--- config.mk ---
export PLATFORM = sky130hd
export DESIGN_NAME = fact_dp
export DESIGN_NICKNAME = d
export VERILOG_FILES = /design/src/rtl/fact_dp.sv
export SDC_FILE = /design/constraint.sdc
export NUM_CORES = 1
export LEC_CHECK = 0
export ABC_AREA = 1
export BUFFER_PORTS_ARGS = -buffer_cell sky130_fd_sc_hd__buf_4
export CORE_MARGIN = 3
export CORE_UTILIZATION = 40
export DETAILED_ROUTE_END_ITERATION = 7
export HOLD_SLACK_MARGIN = 0.1
export PLACE_DENSITY_LB_ADDON = 0.1
export SYNTH_ARGS = -nofsm -noshare
export SYNTH_HDL_FRONTEND = slang
export SYNTH_SLANG_ARGS = --single-unit
export TNS_END_PERCENT = 1
--- constraint.sdc ---
create_clock -name Clk -period 9.7 [get_ports Clk]
set_input_delay 0.97 -clock Clk [delete_from_list [all_inputs] [get_ports Clk]]
set_output_delay 0.97 -clock Clk [all_outputs]
set_load 0.05 [all_outputs]
--- src/rtl/fact_dp.sv ---
// Iterative factorial datapath: down-counter, product register and output buffer,
// driven by the control word of the factorial control FSM.
module fact_dp #(
   parameter int WIDTH = 32,
   parameter int NBITS = 4
) (
   input  logic             Clk,
   input  logic             Rst,
   input  logic [NBITS-1:0] n,
   input  logic             cld,
   input  logic             cen,
   input  logic             s1,
   input  logic             ren,
   input  logic             ben,
   output logic             greater,
   output logic [WIDTH-1:0] result,
   output logic             ovf
);

   localparam logic [NBITS-1:0] CNT_ONE  = {{(NBITS-1){1'b0}}, 1'b1};
   localparam logic [WIDTH-1:0] PROD_ONE = {{(WIDTH-1){1'b0}}, 1'b1};

   logic [NBITS-1:0]       cnt_q,     cnt_d;
   logic [WIDTH-1:0]       prod_q,    prod_d;
   logic                   ovf_int_q, ovf_int_d;
   logic [WIDTH-1:0]       result_q,  result_d;
   logic                   ovf_q,     ovf_d;
   logic [WIDTH+NBITS-1:0] mul_full;

   // Full-width product so the bits that fall off the register can raise the overflow flag
   assign mul_full = {{NBITS{1'b0}}, prod_q} * {{WIDTH{1'b0}}, cnt_q};

   always_comb begin
      cnt_d     = cnt_q;
      prod_d    = prod_q;
      ovf_int_d = ovf_int_q;
      result_d  = result_q;
      ovf_d     = ovf_q;

      if (cen) begin
         if (cld) begin
            cnt_d = n;
         end else if (cnt_q != '0) begin
            cnt_d = cnt_q - CNT_ONE;
         end
      end

      if (ren) begin
         if (!s1) begin
            prod_d    = PROD_ONE;
            ovf_int_d = 1'b0;
         end else begin
            prod_d = mul_full[WIDTH-1:0];
            if (|mul_full[WIDTH+NBITS-1:WIDTH]) begin
               ovf_int_d = 1'b1;
            end
         end
      end

      if (ben) begin
         result_d = prod_q;
         ovf_d    = ovf_int_q;
      end
   end

   always_ff @(posedge Clk or negedge Rst) begin
      if (!Rst) begin
         cnt_q     <= '0;
         prod_q    <= '0;
         ovf_int_q <= 1'b0;
         result_q  <= '0;
         ovf_q     <= 1'b0;
      end else begin
         cnt_q     <= cnt_d;
         prod_q    <= prod_d;
         ovf_int_q <= ovf_int_d;
         result_q  <= result_d;
         ovf_q     <= ovf_d;
      end
   end

   assign greater = (cnt_q > CNT_ONE);
   assign result  = result_q;
   assign ovf     = ovf_q;

endmodule

## Word-level counts from Yosys, hierarchy flattened

Index checks and enable logic that the tools add are counted.

| storage, ports and cells | value |
|---|---|
| register bits after elaboration | 70 |
| output and inout bits | 34 |

| operators by class | value |
|---|---|
| add/subtract/negate cells | 1 |
| $mul | 1 |
| $lt $le $gt $ge | 1 |
| equality and inequality tests | 1 |
| multiplexer cells | 5 |
| reductions and logical operators | 5 |

Operators by type and width:

| operator | count |
|---|---|
| 32-bit by 4-bit multiplier with 36-bit output | 1 |
| 32-bit 2-to-1 mux | 1 |
| 4-bit 2-to-1 mux | 2 |
| 4-bit by 1-bit greater-than comparator with 1-bit output (second input constant) | 1 |
| 2-bit AND reduction | 2 |
| 4-bit nonzero test | 1 |
| 4-bit OR reduction | 1 |
| 4-bit by 1-bit subtractor with 4-bit output (second input constant) | 1 |
| 1-bit 2-to-1 mux | 2 |
| 2-bit by 1-bit != test with 1-bit output (second input constant) | 1 |
| 2-bit nonzero test | 1 |

## Depth between registers and ports, before layout

Gate-level depths: netlist (run 1).

| logic depth | value |
|---|---|
| word-level depth | 4 |
| gate-level depth with buffers | 25 |
| gate-level depth less buffers | 23 |

## Worst setup path before layout (run 1)

Ideal clock, no wire load.

| timing | value |
|---|---|
| path type | register to register |
| from | register cnt_q[3] |
| to | register ovf_int_q |
| library setup time | 0.120 ns |
| data arrival time | 3.414 ns |
| required time | 9.580 ns |
| setup slack | 6.166 ns |
| cell stages (with the launch flop) | 22 |
| buffers on the path | 2 |
| cells stage by stage | dfrtp_1 clkbuf_1 clkbuf_1 nand2_1 fa_1 inv_1 fa_1 fa_1 nand2_1 nand3_1 nand4_1 nand2_1 nand2_1 nand2_2 nand2_1 nand2_1 nand2_1 nand2_1 nor2_1 nand2_1 nand2_1 a21oi_2 |

| between the ends | value |
|---|---|
| word-level cells in the longest chain between the ends | 4 |

RTL lines:

| what | line | text |
|---|---|---|
| start, declared | 23 | `logic [NBITS-1:0] cnt_q, cnt_d;` |
| start signal, assigned | 74 | `cnt_q <= cnt_d;` |
| 32-bit by 4-bit multiplier with 36-bit output | 31 | `assign mul_full = {{NBITS{1'b0}}, prod_q} * {{WIDTH{1'b0}}, cnt_q};` |
| 4-bit OR reduction | 54 | `if (\|mul_full[WIDTH+NBITS-1:WIDTH]) begin` |
| 2-bit by 1-bit != test with 1-bit output (no line) | -- |  |
| 2-bit AND reduction (no line) | -- |  |
| end signal, assigned | 76 | `ovf_int_q <= ovf_int_d;` |
| end, declared | 25 | `logic ovf_int_q, ovf_int_d;` |

No other way between the ends.
A chain may end at the register's enable or synchronous reset.

## Worst setup path in the final report (run 1)

| timing | value |
|---|---|
| from | register cnt_q[3] |
| to | register prod_q[28] |

| between the ends | value |
|---|---|
| word-level cells in the longest chain between the ends | 2 |

RTL lines:

| what | line | text |
|---|---|---|
| 32-bit by 4-bit multiplier with 36-bit output | 31 |  |
| 32-bit 2-to-1 mux | 49 | `if (!s1) begin` |
| end signal, assigned | 75 | `prod_q <= prod_d;` |
| end, declared | 24 | `logic [WIDTH-1:0] prod_q, prod_d;` |

No other way between the ends.

==> impl_metrics.tcl, run 1 <==
set metrics [dict create \
    start_kind "flip-flop" \
    synthXorXnorAreaFrac_pct 0.119 \
    wl_per_cell_um 14.7 \
    yosysTopAreaCell "dfrtp_1" \
    fp.dieH_um 142 \
    gp_congestion 0.963 \
    grt_max_degree 71 \
    synth_compound_area_share_pct 12.0 \
    grt-ovfl-total 0 \
    layout.nets 1208 \
    synth_top_family_by_area "adder cells" \
    p_int_mw 0.873 \
    synth_area_um2 7350 \
    cpMostUsedCell "nand2_1" \
    synth_area_per_cell_um2 6.91 \
    core_area_um2 17700 \
    grt_pass1_wl_mm 32.6 \
    io_pins 45 \
    antenna_found_initial 0 \
    pwr_density_cell_nw_per_um2 194 \
    synthCells 1064 \
    vias 6367 \
    p_leak_nw 4.92 \
    ys_ff_latch 70 \
    crit_fanout 36 \
    seqCellArea_um2 1750 \
    vdd_ir_drop_max_v 0.000169 \
    cts_tree "done" \
    hold_violations 0 \
    setup_ws_ns 5.86 \
    cts_buffers 9 \
    switching_power_mw 0.725 \
    core.rowCount 48 \
    layout-drive-gt1-share_pct 9.46 \
    drt-vias-per-instance 4.81 \
    synth-async-reset-ratio_pct 100 \
    grt_usage_pct 20.3 \
    synth_fp_nets 1178 \
    setup_viol 0 \
    synth_area_leaders "dfrtp_1 24%, fa_1 16%, inv_1 14%" \
    status "completed" \
    root_buffer "clkbuf_16" \
    min_period_over_period_pct 39.5 \
    cts_max_path_buffers 2 \
    die-area_um2 20000 \
    p_clk_share_pct 26.7 \
    path_clk_slew_ns 0.06 \
    max_stage_delay_ns 0.55 \
    fin_skew_ns 0.00828 \
    crit_type "flip-flop to flip-flop" \
    pwr-share-seq_pct 27.6 \
    drt_iter0_drc 400 \
    synth_fa_ha_area_share_pct 23.7 \
    yosysWarnings 0 \
    cts_hold_buf 0 \
    ys_types 42 \
    cts_resized 0 \
    synth_edf_count 0 \
    cp-end-kind "flip-flop" \
    max_slew_margin_pct 34.0 \
    cp_data_arrival_time_ns 4.12 \
    swShare_pct 45.4 \
    hp-class "flip-flop to flip-flop" \
    first_global_vias 6350 \
    maxCapViolCount 0 \
    synth.most_common_cell "inv_1" \
    required_ns 9.98 \
    path_cells "buf_4 > nand2_1 > fa_1 > inv_1 > fa_1 > fa_1 > nand2_1 > nand3_1 > nand4_1 > nand2_1 > nand2_1 > nand2_2 > nand2_1 > nand2_1 > nand2_1 > nand3_1 > a21oi_1 > o21ai_1 > nand2_1" \
    synthSimpleGateAreaFrac_pct 22.7 \
    synth_mux_area_share_pct 1.38 \
    drc 0 \
    crit_slowest_cell "fa_1" \
    final.setup.tns_ns 0 \
    post_cts_buffers 0 \
    area_delta_synth_final_pct 12.2 \
    final.fill_count 1849 \
    ant_nets 0 \
    finalMaxSlewViolations 0 \
    firstDrtPassIters 4 \
    io_buffers 44 \
    start_util_pct 41.6 \
    worstSkewPairLatency_ns 0.35 \
    worst_pin_slew_ns 0.991 \
    synth_common_cells "283 x inv_1, 280 x nand2_1, 74 x nor2_1" \
    rsz0062_at_grt "false" \
    synth_seq_area_share_pct 23.8 \
    cts.sinks 70 \
    synth_ff_type "dfrtp_1" \
    cp_top_family "adder cells" \
    timing.fmax_ghz 0.261 \
    worst-path-buf-inv 2 \
    multiInputGateArea_um2 4400 \
    diodes 0 \
    post-place-ws_ns 5.89 \
    period_needed_ns 3.84 \
    netlist.area_leader.share_pct 23.8 \
    finalWirelength_mm 19.5 \
    die_w_um 142 \
    pwr-share-comb_pct 45.7 \
    htree_levels 3 \
    whs_ns 0.506 \
    power_mw 1.60 \
    dp_hpwl_mm 14.4 \
]
flip-flops by register name, summed over array words and instances (netlist names):
name / cells
prod_q: 32
result: 32
cnt_q: 4
ovf: 1
ovf_int_q: 1
final timing paths:
check	end	depth (start not counted)	from	slack, ns
worst max-delay path	prod_q[28]	19	cnt_q[3]	5.86
worst min-delay path	result[25]	1	result[25]	0.51
worst max register to register	prod_q[28]	19	cnt_q[3]	5.86
worst min register to register	result[25]	1	result[25]	0.51
max in group asynchronous	prod_q[18]	1	Rst	8.28
min in group asynchronous	prod_q[4]	1	Rst	0.79
metal layers:
layer  global-route usage [%]  routed length (um)  vias up
met5                        0                   0        -
met4                     4.90                 331        0
met3                     3.03                 744       22
met2                     30.4                8370      110
met1                     30.8               10100     2999
li1                         -                   -     3236
power by group through the flow:
| stage | Sequential (mW) | Clock, mW | Combinational (mW) |
|---|---|---|---|
| finish | 0.441 | 0.427 | 0.730 |
| floorplan | 0.519 | 0 | 0.447 |
| global route | 0.451 | 0.445 | 0.833 |
| detailed placement | 0.446 | 0 | 0.734 |
| CTS | 0.441 | 0.434 | 0.738 |
| global placement | 0.446 | 0 | 0.731 |
worst reg2reg max path: cells and delay by family (launching register included):
| family | cells | cell delay, ns |
|---|---|---|
| buffers and inverters | 2 | 0.46 |
| adders and majority gates | 3 | 1.53 |
| and+or+nand+nor | 12 | 1.22 |
| DFF | 1 | 0.32 |
| AOI/OAI and AO/OA | 2 | 0.23 |
cell usage in the layout, fill, tap and decap left out, types with 4 or more instances in the layout:
cell,synthesis,routed
inv_1,283,283
nand2_1,280,280
nor2_1,74,74
dfrtp_1,70,70
a21oi_1,67,67
fa_1,60,60
buf_4,2,48
o21ai_0,44,44
ha_1,43,43
nand3_1,20,20
o22ai_1,13,13
nand2_2,11,11
mux2_2,9,9
clkbuf_16,0,9
o21ai_1,6,6
o21bai_1,5,5
nor3_1,5,5
inv_2,5,5
nor2_2,4,4
a21boi_0,4,4
bufinv_16,0,4
cells by family after synthesis:
logic type | count (synthesis)
xor+xnor | 1
simple gates | 408
mux | 9
fa+ha+maj | 103
flops | 70
buf+inv | 317
compound gates | 156
cell type report:
type	instances	share of cell area, %
multi-input combinational	677	53.3
inverter	288	13.1
timing repair buffer	48	4.37
clock inverter	7	1.76
clock buffer	9	2.73
tap	225	3.42
sequential	70	21.3
metrics by stage:
| stage | utilization, % | area, um^2 | std cells |
|---|---|---|---|
| detailed placement | 44.6 | 7870 | 1308 |
| finish | 46.7 | 8240 | 1324 |
| global placement | 44.6 | 7870 | 1308 |
| CTS | 46.7 | 8240 | 1324 |
| global route | 46.7 | 8240 | 1324 |
| floorplan | - | 7350 | 1064 |
(Power assumes the default switching activity.)
==> run 2, diff against run 1 <==
==> constraint.sdc (replaced) <==
create_clock -name Clk -period 3.5 [get_ports Clk]
set_input_delay 0.35 -clock Clk [delete_from_list [all_inputs] [get_ports Clk]]
set_output_delay 0.35 -clock Clk [all_outputs]
set_load 0.05 [all_outputs]
==> run 2 against run 1 <==
  * The run now ends with negative setup slack left
  * Total power rose to 3.1 times the previous value
  * Cell count rose by 7.4%
  * Wire length rose by 8.8%
  * Die area did not move
  * Count of clock-buffer cells in the layout rose by 1
  * Critical endpoint is now prod_q[16]
  * Largest power group unchanged
==> impl_metrics.tcl, run 2 (same netlist as run 1, synthesis figures left out) <==
set metrics [dict create \
    finalMaxSlewViolations 0 \
    reg2reg_from "cnt_q[3]" \
    start_util_pct 41.6 \
    status "finished, violations left" \
    diodes 0 \
    die-area_um2 20000 \
    cts_buffers 9 \
    crit_slowest_cell "fa_1" \
    vias 6769 \
    io_pins 45 \
    period_needed_ns 3.62 \
    die_w_um 142 \
    worst_pin_slew_ns 0.925 \
    firstDrtPassIters 5 \
    p_clk_share_pct 19.6 \
    post-place-ws_ns -0.124 \
    fin_cells 1422 \
    pwr-share-comb_pct 55.9 \
    violations "negative setup slack" \
    io_buffers 44 \
    antenna_found_initial 0 \
    final_cell_mix "273 x inv_1, 247 x nand2_1, 139 x buf_4" \
    timing.rr.end "prod_q[16]" \
    final.setup.tns_ns -0.554 \
    path_cells "clkbuf_16 > nand2_1 > inv_2 > fa_1 > inv_1 > fa_1 > inv_1 > ha_4 > nand2_2 > inv_2 > nand3_4 > nor2_1 > nor2_2 > buf_4 > buf_4 > a21boi_1 > o22ai_1" \
    crit_type "flip-flop to flip-flop" \
    required_ns 3.70 \
    r2r_cells 17 \
    fin_skew_ns 0.00821 \
    cp_data_arrival_time_ns 3.82 \
    drt-vias-per-instance 4.76 \
    cp_top_family "adder cells" \
    swShare_pct 45.4 \
    p_int_mw 2.73 \
    gp_congestion 0.938 \
    min_period_over_period_pct 103 \
    gr-usage-met2_pct 31.9 \
    power_mw 5.00 \
    use_met1_pct 31.7 \
    pwr_density_cell_nw_per_um2 517 \
    wl_per_cell_um 14.9 \
    finalWirelength_mm 21.2 \
    hp-class "input pin to asynchronous set/reset pin" \
    max_slew_margin_pct 38.3 \
    cts_max_path_buffers 2 \
    fp.dieH_um 142 \
    grt_max_degree 71 \
    cts.sinks 70 \
    first_global_vias 6690 \
    dp_hpwl_mm 15.5 \
    grt-ovfl-total 0 \
    grt_pass1_wl_mm 33.8 \
    p_leak_nw 5.48 \
    pwr-share-seq_pct 24.5 \
    maxCapViolCount 0 \
    hold_violations 0 \
    timing.fmax_ghz 0.276 \
    setup_viol 11 \
    path_clk_slew_ns 0.06 \
    start_kind "flip-flop" \
    ant_nets 0 \
    crit_fanout 8 \
    rsz0062_at_grt "true" \
    layout-drive-gt1-share_pct 26.7 \
    final_common_cell "inv_1" \
    layout.nets 1306 \
    drt_iter0_drc 372 \
    max_stage_delay_ns 0.53 \
    core_area_um2 17700 \
    vdd_ir_drop_max_v 0.000361 \
    grt_usage_pct 21.0 \
    root_buffer "clkbuf_16" \
    grt-busiest-layer "met2" \
    core.rowCount 48 \
    r2r_slack_ns -0.12 \
    cts_tree "done" \
    dp_cells 1392 \
    switching_power_mw 2.27 \
    setup_ws_ns -0.121 \
    grt_use_met3_pct 3.34 \
    worst-path-buf-inv 7 \
    cp-end-kind "flip-flop" \
    final_util_pct 54.7 \
    area_delta_synth_final_pct 31.5 \
    drc 0 \
    htree_levels 3 \
    worstSkewPairLatency_ns 0.35 \
]
==> run 2: cell count changes in the layout (fill, tap and decap cells not counted), moves of 8 or more <==
cell and delta:
nand2_2 +27, ha_4 +24, ha_1 -24, nand2_1 -33
nor2_1 -10, o21ai_1 +8, a21oi_2 +20, buf_4 +91
inv_2 +10, inv_1 -10, a21oi_1 -22, o21ai_0 -10
==> run 2: layout make-up <==
cell class	count	area (um^2)
Fill cell	1708	8000
Multi-Input combinational cell	677	5050
Sequential cell	70	1750
Timing Repair Buffer	146	1180
Inverter	288	1080
Tap cell	225	282
Clock buffer	10	239
Clock inverter	6	68.8
==> run 2: metal layers <==
layer	wire length (um)	vias to the layer above	part of all wire (%)
met3	1030	21	4.9
met5	0	-	0
met1	10800	3179	51
met2	9100	140	43
met4	264	0	1.2
li1	-	3429	-
==> run 2: timing repair <==
item / CTS / global route
hold buffers: 0 / 0
endpoints found under the setup margin: 12 / 21
resized for setup: 33 / 119
pin swaps: 3 / 43
buffers inserted: 1 / 10
endpoints found under the hold margin: 0 / 0
cloned: 0 / 3
==> run 2: worst max path at each step <==
stage          cells after the start    endpoint      from
6_report                          17  prod_q[16]  cnt_q[3]
5_1_grt                           24   ovf_int_q  cnt_q[3]
4_1_cts                           18  prod_q[27]  cnt_q[3]
3_5_place_dp                      19  prod_q[22]  cnt_q[3]
3_3_place_gp                      21   ovf_int_q  cnt_q[3]
2_1_floorplan                     21   ovf_int_q  cnt_q[3]
==> run 2: power groups by stage <==
stage / Clock [mW] / Combinational [mW] / Sequential (mW)
floorplan: 0 / 1.24 / 1.44
global placement: 0 / 2.32 / 1.22
detailed placement: 0 / 2.34 / 1.22
CTS: 0.999 / 2.46 / 1.21
global route: 1.03 / 3.11 / 1.25
finish: 0.979 / 2.79 / 1.23
==> run 2: metrics by stage <==
stage          cell area (um^2)  hold WS, ns
2_1_floorplan              7350       0.0544
3_3_place_gp               8550        0.492
3_5_place_dp               8550        0.498
4_1_cts                    9040        0.191
5_1_grt                    9660        0.223
6_report                   9660        0.142
==> run 2: worst register-to-register path, cell delays in order, from the launching register on <==
cell and delay, ns:
dfrtp_2 0.52, clkbuf_16 0.22, nand2_1 0.07, inv_2 0.04, fa_1 0.52, inv_1 0.05, fa_1 0.53, inv_1 0.07
ha_4 0.32, nand2_2 0.07, inv_2 0.09, nand3_4 0.08, nor2_1 0.14, nor2_2 0.07, buf_4 0.13, buf_4 0.11
a21boi_1 0.27, o22ai_1 0.16
